**src/rtl/bo_datapath_if.sv**
```systemverilog
// Control/data bundle between the BC control FSM (master) and the bo_datapath
// operative block (slave).
interface bo_datapath_if #(
    parameter int W = 8
) ();
    logic [W-1:0] x_in;
    logic         LX;
    logic         LH;
    logic         LS;
    logic         H;
    logic [1:0]   M0;
    logic [1:0]   M1;
    logic [1:0]   M2;
    logic [W-1:0] s_out;
    logic         valid_out;
    logic         ovf;

    modport master (
        output x_in, LX, LH, LS, H, M0, M1, M2,
        input  s_out, valid_out, ovf
    );

    modport slave (
        input  x_in, LX, LH, LS, H, M0, M1, M2,
        output s_out, valid_out, ovf
    );
endinterface

```
**src/rtl/bo_datapath.sv**
```systemverilog
// Operative block for BC: operand muxes, registered add/multiply unit (P),
// and the RX/RH/RS storage registers with a sticky overflow flag.
module bo_datapath #(
    parameter int           W  = 8,
    parameter logic [W-1:0] C0 = W'(2),
    parameter logic [W-1:0] C1 = W'(3),
    parameter logic [W-1:0] C2 = W'(5),
    parameter logic [W-1:0] C3 = W'(7)
) (
    input  logic         clk,
    input  logic         reset,
    bo_datapath_if.slave bus
);
    logic [W-1:0]   rx, rh, rs, p;
    logic           p_ovf, ovf_q, vld_q;
    logic [W-1:0]   coef, opa, opb;
    logic [2*W-1:0] prod;
    logic [W:0]     sum;
    logic [W-1:0]   p_nxt;
    logic           p_ovf_nxt;

    always_comb begin
        coef = C0;
        case (bus.M0)
            2'b00: coef = C0;
            2'b01: coef = C1;
            2'b10: coef = C2;
            2'b11: coef = C3;
        endcase
    end

    always_comb begin
        opa = '0;
        case (bus.M1)
            2'b00: opa = rh;
            2'b01: opa = rx;
            2'b10: opa = rs;
            2'b11: opa = '0;
        endcase
    end

    always_comb begin
        opb = coef;
        case (bus.M2)
            2'b00: opb = coef;
            2'b01: opb = rx;
            2'b10: opb = rh;
            2'b11: opb = rs;
        endcase
    end

    // Full-precision results so the discarded upper bits give the overflow.
    assign prod      = {{W{1'b0}}, opa} * {{W{1'b0}}, opb};
    assign sum       = {1'b0, opa} + {1'b0, opb};
    assign p_nxt     = bus.H ? prod[W-1:0] : sum[W-1:0];
    assign p_ovf_nxt = bus.H ? |prod[2*W-1:W] : sum[W];

    always_ff @(posedge clk or negedge reset) begin
        if (!reset) begin
            rx    <= '0;
            rh    <= '0;
            rs    <= '0;
            p     <= '0;
            p_ovf <= 1'b0;
            ovf_q <= 1'b0;
            vld_q <= 1'b0;
        end else begin
            p     <= p_nxt;
            p_ovf <= p_ovf_nxt;
            vld_q <= bus.LS;
            if (bus.LX) rx <= bus.x_in;
            if (bus.LH) rh <= p;
            if (bus.LS) rs <= p;
            // A new operand starts a fresh sequence, so LX wins over a set.
            if (bus.LX)
                ovf_q <= 1'b0;
            else if ((bus.LH || bus.LS) && p_ovf)
                ovf_q <= 1'b1;
        end
    end

    assign bus.s_out     = rs;
    assign bus.valid_out = vld_q;
    assign bus.ovf       = ovf_q;
endmodule
```
**src/flat_wrapper.sv**
```systemverilog
// flat-port wrapper written by rule: the top's interface ports become plain ports
module bo_datapath_flat 
#(
    parameter int           W  = 8,
    parameter logic [W-1:0] C0 = W'(2),
    parameter logic [W-1:0] C1 = W'(3),
    parameter logic [W-1:0] C2 = W'(5),
    parameter logic [W-1:0] C3 = W'(7)
)
  (clk, reset, bus_x_in, bus_LX, bus_LH, bus_LS, bus_H, bus_M0, bus_M1, bus_M2, bus_s_out, bus_valid_out, bus_ovf);
  bo_datapath_if #(.W(W)) bus_i ();
  input  logic clk;
  input  logic reset;
  input wire logic [$bits(bus_i.x_in)-1:0] bus_x_in;
  input wire logic [$bits(bus_i.LX)-1:0] bus_LX;
  input wire logic [$bits(bus_i.LH)-1:0] bus_LH;
  input wire logic [$bits(bus_i.LS)-1:0] bus_LS;
  input wire logic [$bits(bus_i.H)-1:0] bus_H;
  input wire logic [$bits(bus_i.M0)-1:0] bus_M0;
  input wire logic [$bits(bus_i.M1)-1:0] bus_M1;
  input wire logic [$bits(bus_i.M2)-1:0] bus_M2;
  output wire logic [$bits(bus_i.s_out)-1:0] bus_s_out;
  output wire logic [$bits(bus_i.valid_out)-1:0] bus_valid_out;
  output wire logic [$bits(bus_i.ovf)-1:0] bus_ovf;
  assign bus_i.x_in = bus_x_in;
  assign bus_i.LX = bus_LX;
  assign bus_i.LH = bus_LH;
  assign bus_i.LS = bus_LS;
  assign bus_i.H = bus_H;
  assign bus_i.M0 = bus_M0;
  assign bus_i.M1 = bus_M1;
  assign bus_i.M2 = bus_M2;
  assign bus_s_out = bus_i.s_out;
  assign bus_valid_out = bus_i.valid_out;
  assign bus_ovf = bus_i.ovf;
  bo_datapath #(.W(W), .C0(C0), .C1(C1), .C2(C2), .C3(C3)) u_core (.clk(clk), .reset(reset), .bus(bus_i));
endmodule
```
**config.mk**
```make
export PLATFORM = sky130hd
export DESIGN_NAME = bo_datapath_flat
export DESIGN_NICKNAME = d
export VERILOG_FILES = /design/src/rtl/bo_datapath_if.sv /design/src/rtl/bo_datapath.sv /design/src/flat_wrapper.sv
export SDC_FILE = /design/constraint.sdc
export NUM_CORES = 1
export LEC_CHECK = 0
export BUFFER_PORTS_ARGS = -buffer_cell sky130_fd_sc_hd__buf_2
export CAP_MARGIN = 20
export CORE_MARGIN = 3
export CORE_UTILIZATION = 29
export CTS_CLUSTER_DIAMETER = 120
export DETAILED_ROUTE_END_ITERATION = 6
export GPL_TIMING_DRIVEN = 0
export SETUP_SLACK_MARGIN = 0.3
export SKIP_LAST_GASP = 1
export SYNTH_ARGS = -nofsm -noshare
export SYNTH_HDL_FRONTEND = slang
export SYNTH_SLANG_ARGS = --single-unit
export TNS_END_PERCENT = 100
```
**constraint.sdc**
```tcl
create_clock -name clk -period 14.7 [get_ports clk]
set_input_delay 3.675 -clock clk [delete_from_list [all_inputs] [get_ports clk]]
set_output_delay 3.675 -clock clk [all_outputs]
set_load 0.005 [all_outputs]
```
==> reports/results.txt <==
Largest net degree at the start of global routing: 36
RePlAce Congestion: 0.8873
CTS sink cnt: 35
Die Span X: 124.1 microns
Height of the die: 124.1 microns
Worst setup margin: 5.700 ns
Crit path capture type: flip-flop
Cts hold-fix bufs: 0
DR WL/cell: 14.65 microns
Setup_tns: 0 ns
Sequential fraction of the synthesis area: 0.2166
Ys flop type: dfrtp_1
PostCTS Resize Cnt: 0
Yosys cell types: 51
First-pass GRT wire length: 15.94 mm
Syn Nets: 530
Pwr dens: 183.9 mW/mm^2
Internal power: 0.4367 mW
Synth area leader: dfrtp_1
Crit path DAT: 9.13 ns
Placed Area: 0.004384 sq mm
Clock buffer depth: 2
Worst EP required: 14.83 ns
Crit Path Class: in2reg
Register share of total power: 0.190
Diode count: 0
Synth top cells by count: 61 x inv_1, 44 x nand2_1, 43 x ha_1
Critical-path maximum fanout: 10
Die area: 0.01540 sq mm
CP startpoint kind: primary input
Most common cell in the netlist: inv_1
Syn avg cell area: 9.404 sq um
Synth warn: 0
Clock Latency Late Sink: 0.28 ns
Share of cells above drive strength 1: 0.1948
CTS tree: yes
Comb pwr share: 0.687
Routed WL: 9.345 mm
Port Buffer Count: 24
Hold Crit Depth: 1
Min Hold Slack: 0.5009 ns
P_sw: 0.3962 mW
Post-detail-place hpwl: 7.843 mm
Vias in the first global route: 3,204
Layout Skew: 0.005201 ns
Worst slew pin tran: 0.7779 ns
Final Setup Violations: 0
Initial Util: 0.3006
Antenna violations before repair: 0
Slew margin rel.: 0.4814
DRC viols: 0
Depth of the worst register-to-register path: 18
Worst min path class: reg2reg
Grt ovf: 0
# rows: 42
Fmax: 0.1111 GHz
Synth Register Bits: 35
# nets final: 561
Inserted Clock Buffers: 5
H-tree depth: 2
Vias per cell: 4.752
IO Count: 30
Post-route minimum period: 9.000 ns
Endpoints failing hold: 0
Mapped Area: 0.004044 sq mm
Synth-to-Final Area Change: 12.00%
Leakage power total: 2.223 nW
Ys async rst share: 1.000
Max-cap violations: 0
Number of nets with antenna violations after routing: 0
FILL cells: 1,388
Clock power frac: 0.122
GRT Util Overall: 0.1300
Via count: 3,032
Number of synthesized flops with an enable pin: 0
Share of the synthesized area in the top cell type: 0.2166
Place WS: 5.422 ns
Outcome: complete, no violations
CTS clk-pin slew, worst paths: 0.06 ns
RSZ-0062 raised after global routing: no
Core area: 0.01345 sq mm
Period utilization: 0.6123
Post-route cell area: 0.004529 sq mm
Max-slew violations: 0
Post-CTS Setup Repair Bufs: 0
Net Sw Frac: 0.4757
DRT Pass-1 Iters: 4
Root Buffer Master: clkbuf_16
Post-Synthesis Cells: 430
Largest cells by area after synthesis: dfrtp_1 22%, fa_1 18%, ha_1 13%
Initial DRC Count: 128
VDD IR max: 0.00006705 V
-- cell type report --
| cell class | instances | area, sq um | share of cell area |
|---|---|---|---|
| clock buffers | 5 | 125.1 | 0.02762 |
| clock inverters | 3 | 20.02 | 0.004420 |
| well taps | 176 | 220.2 | 0.04862 |
| repair buffers | 24 | 120.1 | 0.02652 |
| plain buffers | 11 | 67.56 | 0.01492 |
| multi-input cells | 311 | 2826 | 0.6240 |
| inverters | 73 | 274.0 | 0.06050 |
| flip-flops and latches | 35 | 875.8 | 0.1934 |
-- final timing paths --
path                                        to  slack, ns                 from
max                               u_core.p_ovf       5.70            bus_M2[0]
min                               u_core.rh[6]       0.50          u_core.p[6]
max reg2reg                       u_core.p_ovf       9.14  u_core.bus.s_out[4]
min reg2reg                       u_core.rh[6]       0.50          u_core.p[6]
max in group asynchronous  u_core.bus.s_out[7]      10.73                reset
min in group asynchronous         u_core.rh[1]       3.48                reset
-- sequential cells by signal, summed over array words and instances, names as in the netlist --
register	flops
u_core.rh	8
u_core.p	8
u_core.bus.s_out	8
u_core.rx	8
u_core.bus.ovf	1
u_core.p_ovf	1
u_core.bus.valid_out	1
-- routing by layer --
layer,part of all wire,global-route usage,up-vias
met3,0.058,0.01680,10
met5,0,0,-
met2,0.47,0.2206,77
met1,0.46,0.1759,1470
met4,0.011,0.03149,0
li1,-,-,1475
-- critical path, stage by stage --
cell,delay [ns]
buf_2,0.14
buf_2,0.26
mux2_1,0.34
a22oi_1,0.53
inv_2,0.13
ha_1,0.27
inv_1,0.09
fa_1,0.41
fa_1,0.41
fa_1,0.54
inv_1,0.06
fa_1,0.41
ha_1,0.36
a21oi_1,0.25
nor2_1,0.12
a211oi_4,0.21
o22ai_1,0.11
or4_4,0.50
nor3_2,0.15
a31oi_1,0.15
-- placed cells by master, fill, tap and decap left out, types with 4 or more instances in the layout --
| master | count |
|---|---|
| buf_2 | 27 |
| fa_1 | 37 |
| clkbuf_1 | 4 |
| xnor2_1 | 6 |
| o21ai_1 | 15 |
| clkbuf_16 | 5 |
| a21o_1 | 5 |
| a31oi_1 | 4 |
| inv_1 | 61 |
| inv_2 | 12 |
| dfrtp_1 | 35 |
| xor2_1 | 5 |
| o21ai_0 | 6 |
| nor2b_1 | 8 |
| o21a_1 | 4 |
| a22o_1 | 4 |
| a21oi_1 | 15 |
| mux2i_1 | 11 |
| and2_1 | 5 |
| nand2_1 | 44 |
| ha_1 | 43 |
| mux2_2 | 27 |
| mux2_1 | 5 |
| nor2_1 | 34 |
-- per-stage QoR --
stage | utilization | instances | total power [mW]
2_1_floorplan | - | 430 | 0.5827
3_3_place_gp | 0.3259 | 630 | 0.7172
3_5_place_dp | 0.3259 | 630 | 0.7327
4_1_cts | 0.3367 | 638 | 0.8438
5_1_grt | 0.3367 | 638 | 0.9330
6_report | 0.3367 | 638 | 0.8329
-- cells by family (layout without fill, tap and decap cells) --
| group | Yosys count | in the layout | synth area share |
|---|---|---|---|
| AND/OR/NAND/NOR | 103 | 103 | 0.1145 |
| flip-flops | 35 | 35 | 0.2166 |
| adder cells (fa/ha/maj) | 82 | 82 | 0.3212 |
| buffers and inverters | 84 | 116 | 0.08446 |
| multiplexers | 45 | 45 | 0.1253 |
| XOR/XNOR | 11 | 11 | 0.02382 |
| AO/OA/AOI/OAI | 70 | 70 | 0.1142 |
-- power groups by stage --
stage / Combinational, mW / Sequential (mW) / Clock, mW
finish: 0.573 / 0.159 / 0.102
global route: 0.660 / 0.163 / 0.109
CTS: 0.581 / 0.158 / 0.105
detailed placement: 0.573 / 0.160 / 0
global placement: 0.559 / 0.158 / 0
floorplan: 0.430 / 0.153 / 0
(Power assumes the default switching activity.)
